$ cat src/rtl/sisc_fetch_unit.sv
//==============================================================================
// Module      : sisc_fetch_unit
// Description : Instruction fetch stage for the SISC core. Holds the fetch PC,
//               addresses a combinational instruction memory every cycle,
//               buffers fetched words in a DEPTH-entry prefetch queue and
//               presents the queue head to ctrl with a valid/ready handshake.
//               Taken branches flush the queue and redirect the fetch PC.
// Revision    : 1.0 - initial release
//------------------------------------------------------------------------------
// Parameters:
//   AW       - instruction address width; the PC wraps modulo 2^AW
//   IW       - instruction word width
//   DEPTH    - prefetch queue entries (power of 2, >= 2)
//   RESET_PC - fetch PC loaded on reset
// Ports:
//   clk         in   rising-edge clock
//   rst_f       in   asynchronous active-low reset
//   fetch_en    in   fetch allowed this cycle (queue drains regardless)
//   im_addr     out  instruction memory address (= fetch PC)
//   im_data     in   instruction memory read data
//   instr       out  queue head instruction, 0 when queue empty
//   instr_pc    out  address of instr, holds last value when queue empty
//   instr_valid out  queue non-empty
//   instr_ready in   ctrl consumes head when instr_valid && instr_ready
//   br_taken    in   redirect fetch at this edge
//   br_rel      in   relative target select (SISC_FETCH_REL_BR_EN only)
//   br_imm      in   absolute target or signed relative offset
//   q_count     out  entries currently queued
// Configuration:
//   SISC_FETCH_REL_BR_EN - when defined, br_rel selects a PC-relative target
//                          (instr_pc + 1 + br_imm); otherwise every branch is
//                          absolute and no relative adder is built.
//==============================================================================
`default_nettype none

module sisc_fetch_unit #(
  parameter int          AW       = 16,
  parameter int          IW       = 32,
  parameter int          DEPTH    = 4,
  parameter logic [AW-1:0] RESET_PC = '0
) (
  input  logic                       clk,
  input  logic                       rst_f,
  input  logic                       fetch_en,
  output logic [AW-1:0]              im_addr,
  input  logic [IW-1:0]              im_data,
  output logic [IW-1:0]              instr,
  output logic [AW-1:0]              instr_pc,
  output logic                       instr_valid,
  input  logic                       instr_ready,
  input  logic                       br_taken,
  input  logic                       br_rel,
  input  logic [AW-1:0]              br_imm,
  output logic [$clog2(DEPTH):0]     q_count
);

  localparam int c_PW = $clog2(DEPTH);
  localparam int c_CW = c_PW + 1;

  logic [AW-1:0]   r_fetch_pc;
  logic [c_PW-1:0] r_head;
  logic [c_PW-1:0] r_tail;
  logic [c_CW-1:0] r_count;
  logic [AW-1:0]   r_hold_pc;
  logic [IW-1:0]   r_q_data [DEPTH];
  logic [AW-1:0]   r_q_pc   [DEPTH];

  logic            w_valid;
  logic            w_pop;
  logic            w_push;
  logic [AW-1:0]   w_target;

  assign w_valid = (r_count != '0);
  assign w_pop   = w_valid & instr_ready;
  // A full queue can still accept a word when the head leaves on the same edge.
  assign w_push  = fetch_en & ~br_taken & ((r_count < c_CW'(DEPTH)) | w_pop);

`ifdef SISC_FETCH_REL_BR_EN
  assign w_target = br_rel ? (instr_pc + AW'(1) + br_imm) : br_imm;
`else
  logic w_unused_br_rel;
  assign w_unused_br_rel = br_rel;
  assign w_target        = br_imm;
`endif

  assign im_addr     = r_fetch_pc;
  assign instr_valid = w_valid;
  assign q_count     = r_count;
  assign instr       = w_valid ? r_q_data[r_head] : '0;
  // When empty, keep showing the address of the last head that was presented.
  assign instr_pc    = w_valid ? r_q_pc[r_head] : r_hold_pc;

  // Queue storage carries no reset: entries are only ever read while counted.
  always_ff @(posedge clk) begin
    if (w_push) begin
      r_q_data[r_tail] <= im_data;
      r_q_pc[r_tail]   <= r_fetch_pc;
    end
  end

  always_ff @(posedge clk or negedge rst_f) begin
    if (!rst_f) begin
      r_fetch_pc <= RESET_PC;
      r_head     <= '0;
      r_tail     <= '0;
      r_count    <= '0;
      r_hold_pc  <= '0;
    end else begin
      if (w_valid) begin
        r_hold_pc <= r_q_pc[r_head];
      end
      if (br_taken) begin
        // Flush wins over any simultaneous pop; a popped head is still consumed by ctrl.
        r_fetch_pc <= w_target;
        r_head     <= '0;
        r_tail     <= '0;
        r_count    <= '0;
      end else begin
        if (w_push) begin
          r_tail     <= r_tail + c_PW'(1);
          r_fetch_pc <= r_fetch_pc + AW'(1);
        end
        if (w_pop) begin
          r_head <= r_head + c_PW'(1);
        end
        case ({w_push, w_pop})
          2'b10:   r_count <= r_count + c_CW'(1);
          2'b01:   r_count <= r_count - c_CW'(1);
          default: r_count <= r_count;
        endcase
      end
    end
  end

endmodule

`default_nettype wire
$ cat config.mk
export PLATFORM = sky130hd
export DESIGN_NAME = sisc_fetch_unit
export DESIGN_NICKNAME = d
export VERILOG_FILES = /design/src/rtl/sisc_fetch_unit.sv
export SDC_FILE = /design/constraint.sdc
export NUM_CORES = 1
export LEC_CHECK = 0
export ABC_AREA = 0
export CORE_MARGIN = 2
export CORE_UTILIZATION = 33
export DETAILED_ROUTE_END_ITERATION = 10
export GPL_ROUTABILITY_DRIVEN = 1
export SYNTH_ARGS = -nofsm -noshare
export SYNTH_HDL_FRONTEND = slang
export SYNTH_SLANG_ARGS = --single-unit
$ cat constraint.sdc
create_clock -name clk -period 3.4 [get_ports clk]
set_clock_uncertainty 0.1 [all_clocks]
set_input_delay 0.68 -clock clk [delete_from_list [all_inputs] [get_ports clk]]
set_output_delay 0.68 -clock clk [all_outputs]
set_load 0.01 [all_outputs]
# After elaboration in Yosys (flattened, before gate mapping)
# Memory sizes are Yosys's and may differ from the RTL's.
# Index checks and enable logic that the tools add are counted.
# word_totals
register_bits,39
ram_bits,192
inputBits,54
wordCells,36
n_memories,2
# classes
addsub,5
magnitude_cmp,1
eq_ne,2
muxes,12
n_bitwise,5
reduce_logical,4
# mem_list
name,words,width,rd,rd_clocked_by_memory_dff,write_ports,line_no,text
r_q_data,4,32,1,0,1,65,logic [IW-1:0] r_q_data [DEPTH];
r_q_pc,4,16,1,0,1,66,logic [AW-1:0] r_q_pc [DEPTH];
# op_table
operator,count
16-bit two-way mux,3
32-bit two-way mux,1
16-bit by 1-bit adder with 16-bit output (second input constant),1
2-bit two-way mux,4
3-bit case mux with 2 select lines,1
3-bit nonzero test,2
2-bit by 1-bit adder with 2-bit output (second input constant),2
2-bit nonzero test,2
3-bit by 1-bit adder with 3-bit output (second input constant),1
1-bit bitwise AND,3
3-bit less-than comparator (second input constant),1
3-bit two-way mux,1
3-bit by 1-bit subtractor with 3-bit output (second input constant),1
2-bit by 1-bit equality test with 1-bit output (second input constant),1
2-bit equality test (second input constant),1
1-bit two-way mux,2
1-bit NOT,1
1-bit OR,1

# Logic depth before layout (Yosys ltp)
# depth
word_depth,7
depth_mapped,10

# Worst setup path before layout
# No wires, ideal clock.
# synth_path
path_kind,input-to-reg
startpoint,input instr_ready
endpoint,memory r_q_data[0][0] (enable)
setup_time_ns,0.410
arrival_ns,2.453
t_required_ns,2.890
slack_ns,0.436
cell_stages,5
path_cell_list,nand2b_1 buf_6 nand2_1 nor2_1 and2_1
# synth_between
elab_chain_len,5
# synth_rtl
element,line_no,text
from (decl),50,"input logic instr_ready,"
1-bit bitwise AND,74,assign w_pop = w_valid & instr_ready;
1-bit OR,76,assign w_push = fetch_en & ~br_taken & ((r_count < c_CW'(DEPTH)) | w_pop);
1-bit bitwise AND,76,
1-bit two-way mux,95,if (w_push) begin
1-bit two-way mux (implied by the code),96,r_q_data[r_tail] <= im_data;
to (decl),65,
# No other way between the ends.

# Worst setup path in the final report
# layout_path
startpoint,register r_head[0]
endpoint,output instr[14]
# layout_between
elab_chain_len,2
# layout_rtl
element,line_no,text
from (decl),61,logic [c_PW-1:0] r_head;
from (signal assigned),124,r_head <= r_head + c_PW'(1);
memory 4 x 32 bit,-,
32-bit two-way mux,89,assign instr = w_valid ? r_q_data[r_head] : '0;
to (decl),47,"output logic [IW-1:0] instr,"
# No other way between the ends.

==> reports/qor.yml <==
slowest_stage: "mux4_2"
start_kind: "flop"
crit_fanout: 17
critPathMaxStageDelay_ps: 510
synth_area_per_cell_um2: 19.2
ios: 122
ir_drop_mv: 0.559
synthFlopType: "edfxtp_1"
critPathCaptureType: "output pin"
synth_edf_count: 192
vias_per_cell: 4.94
syn_nets: 535
async_flop_share_pct: 16.9
period_share_pct: 97.0
cts_tree: "yes"
run_status: "completed"
cts_max_level: 1
slew_viol_final: 0
hold_class: "input port to asynchronous set/reset pin"
grt_antenna_before_repair: 1
p_total_mw: 9.35
insertion_delay_ps: 520
clk_pin_slew_worst_paths_ps: 60
track_usage_pct: 13.3
core_um2: 27000
globalplace.congestion: 0.804
clockRootBuffer: "clkbuf_16"
drc: 0
worst_pin_slew_ps: 977
ys_warn_count: 0
grt_pass1_vias: 5219
hold_ws_ps: 229
hold_viol: 0
syn_area_um2: 9100
p_leak_nw: 3.93
grt_pass1_wl_um: 29600
n_antenna_cell: 0
setup_viol: 0
drt-pass1-iter-count: 4
critPathBufInv: 3
pre_cts_ws_ps: 347
setup_ws_ps: 103
num_rows: 60
antenna_left: 0
fp.dieH_um: 170
cts_buffers: 25
dp_hpwl_um: 11700
drive_gt1_share_pct: 21.9
totalNegativeSetupSlack_ps: 0
p_per_area_nw_per_um2: 796
clk_path_buf_depth: 3
maxCapViolations: 0
vias: 4871
critical_path_class: "flop to output pin"
rsz0062_at_grt: "no"
synth_cells: 475
max_clock_freq_mhz: 303
clkSinkCount: 231
period_needed_ps: 3300
grt-ovfl-total: 0
cp.required_ps: 2620
cp.arrival_ps: 2520
critPathTopFamily: "buffers and inverters"
initial_core_util_pct: 33.7
die_w_um: 170
crit_top_cell: "buf_12"
path_cells: "buf_12 -> buf_12 -> mux4_2 -> and2_1 -> clkdlybuf4s50_1"
synth.distinct_cells: 38
grt_max_degree: 52
drtIter0Drc: 311
relSlewSlack_pct: 34.9
nets: 686
ys_seq_elements: 231
die_area_um2: 28900
wl_um: 19600
portBuffers: 120
detail_route.wl_per_cell_um: 19.8
synth-seq-area-share_pct: 74.0
area_delta_synth_final_pct: 29.0
per-layer routing:
| layer | up-vias | wire length, um | global-route usage [%] |
|---|---|---|---|
| met2 | 130 | 9490 | 22.4 |
| met4 | 2 | 293 | 3.20 |
| met1 | 2518 | 8720 | 17.7 |
| met3 | 30 | 1060 | 2.84 |
| met5 | - | 13 | 0 |
| li1 | 2191 | - | - |
repair_timing:
action / in CTS / in global routing
resized for setup: 0 / 1
cloned: 0 / 1
endpoints found under the setup margin: 48 / 23
hold buffers: 0 / 0
buffers inserted: 4 / 2
where the power goes:
group	internal, mW	switching [mW]
Sequential	3.36	0.159
Combinational	1.78	1.34
Clock	1.68	1.03
flip-flops by register name (all words and copies together), names as in the netlist:
| signal | cells |
|---|---|
| r_q_data | 128 |
| q_count | 3 |
| im_addr | 16 |
| r_head | 2 |
| r_q_pc | 64 |
| r_hold_pc | 16 |
| r_tail | 2 |
logic make-up after synthesis:
logic type                 Yosys count  share of synthesized area (%)
muxes                               67                           14.2
xor gates and xnor gates            13                           1.25
buffers and inverters               27                           1.35
adders and majority gates            6                          0.907
DFF                                231                           74.0
AOI/OAI and AO/OA                   25                           1.64
and+or+nand+nor                    106                           6.62
synthesized netlist by cell type (2+ instances only):
cell type / number / area share (%)
and3_2: 2 / 0.16
nor4_1: 3 / 0.21
nor2_1: 11 / 0.45
a21oi_1: 3 / 0.16
buf_1: 2 / 0.082
or3_1: 2 / 0.14
o31ai_1: 3 / 0.25
mux4_2: 48 / 12
nor2b_1: 2 / 0.14
nand2_1: 21 / 0.87
clkbuf_1: 12 / 0.49
mux2i_1: 2 / 0.22
xnor2_1: 4 / 0.38
or4_1: 5 / 0.41
edfxtp_1: 192 / 63
and2_1: 37 / 2.5
inv_1: 4 / 0.16
nand4_1: 7 / 0.48
buf_2: 7 / 0.38
nand2b_1: 2 / 0.14
nand3_1: 9 / 0.49
a31oi_1: 4 / 0.27
mux2_2: 17 / 2.1
o21ai_0: 11 / 0.60
xor2_1: 9 / 0.87
dfrtp_1: 39 / 11
o211ai_1: 2 / 0.16
ha_1: 5 / 0.69
area by class of cell:
class                           count  area (um^2)
Timing Repair Buffer              147         1470
Sequential cell                   231         6750
Multi-Input combinational cell    217         2250
Inverter                            4         15.0
Fill cell                        2377        15300
Clock buffer                       33          666
Clock inverter                     13          168
Tap cell                          341          427
through the flow:
step / util, % / instances / instance area [um^2]
after CTS: 43.3 / 983 / 11700
after global placement: 40.0 / 933 / 10800
after detailed placement: 40.0 / 933 / 10800
after floorplan: - / 475 / 9100
final: 43.5 / 986 / 11700
after global routing: 43.5 / 986 / 11700
path summary, 6_finish.rpt:
kind | from | endpoint | slack, ps | cells after the start
setup / recovery | r_head[0] | instr[14] | 100 | 5
hold / removal | rst_f | q_count[0] | 230 | 1
setup reg to reg | q_count[1] | q_count[2] | 810 | 9
hold reg to reg | r_hold_pc[2] | r_hold_pc[2] | 400 | 1
max in group asynchronous | rst_f | r_head[0] | 2260 | 1
min in group clk | r_hold_pc[2] | r_hold_pc[2] | 400 | 1
cell usage in the layout (no fill, tap or decap), types with 3 or more instances in the layout:
| cell | n |
|---|---|
| edfxtp_1 | 192 |
| clkdlybuf4s50_1 | 119 |
| mux4_2 | 48 |
| dfrtp_1 | 37 |
| and2_1 | 33 |
| clkbuf_16 | 26 |
| nand2_1 | 21 |
| buf_4 | 21 |
| mux2_2 | 17 |
| nor2_1 | 11 |
| o21ai_0 | 11 |
| nand3_1 | 9 |
| xor2_1 | 9 |
| nand4_1 | 7 |
| clkbuf_1 | 7 |
| or4_1 | 5 |
| ha_1 | 5 |
| inv_1 | 4 |
| and2_2 | 4 |
| xnor2_1 | 4 |
| a31oi_1 | 4 |
| clkinv_2 | 4 |
| bufinv_16 | 4 |
| buf_12 | 4 |
| o31ai_1 | 3 |
| nor4_1 | 3 |
| a21oi_1 | 3 |
| clkinv_1 | 3 |
Note: power is estimated with default switching activity, not from simulation.
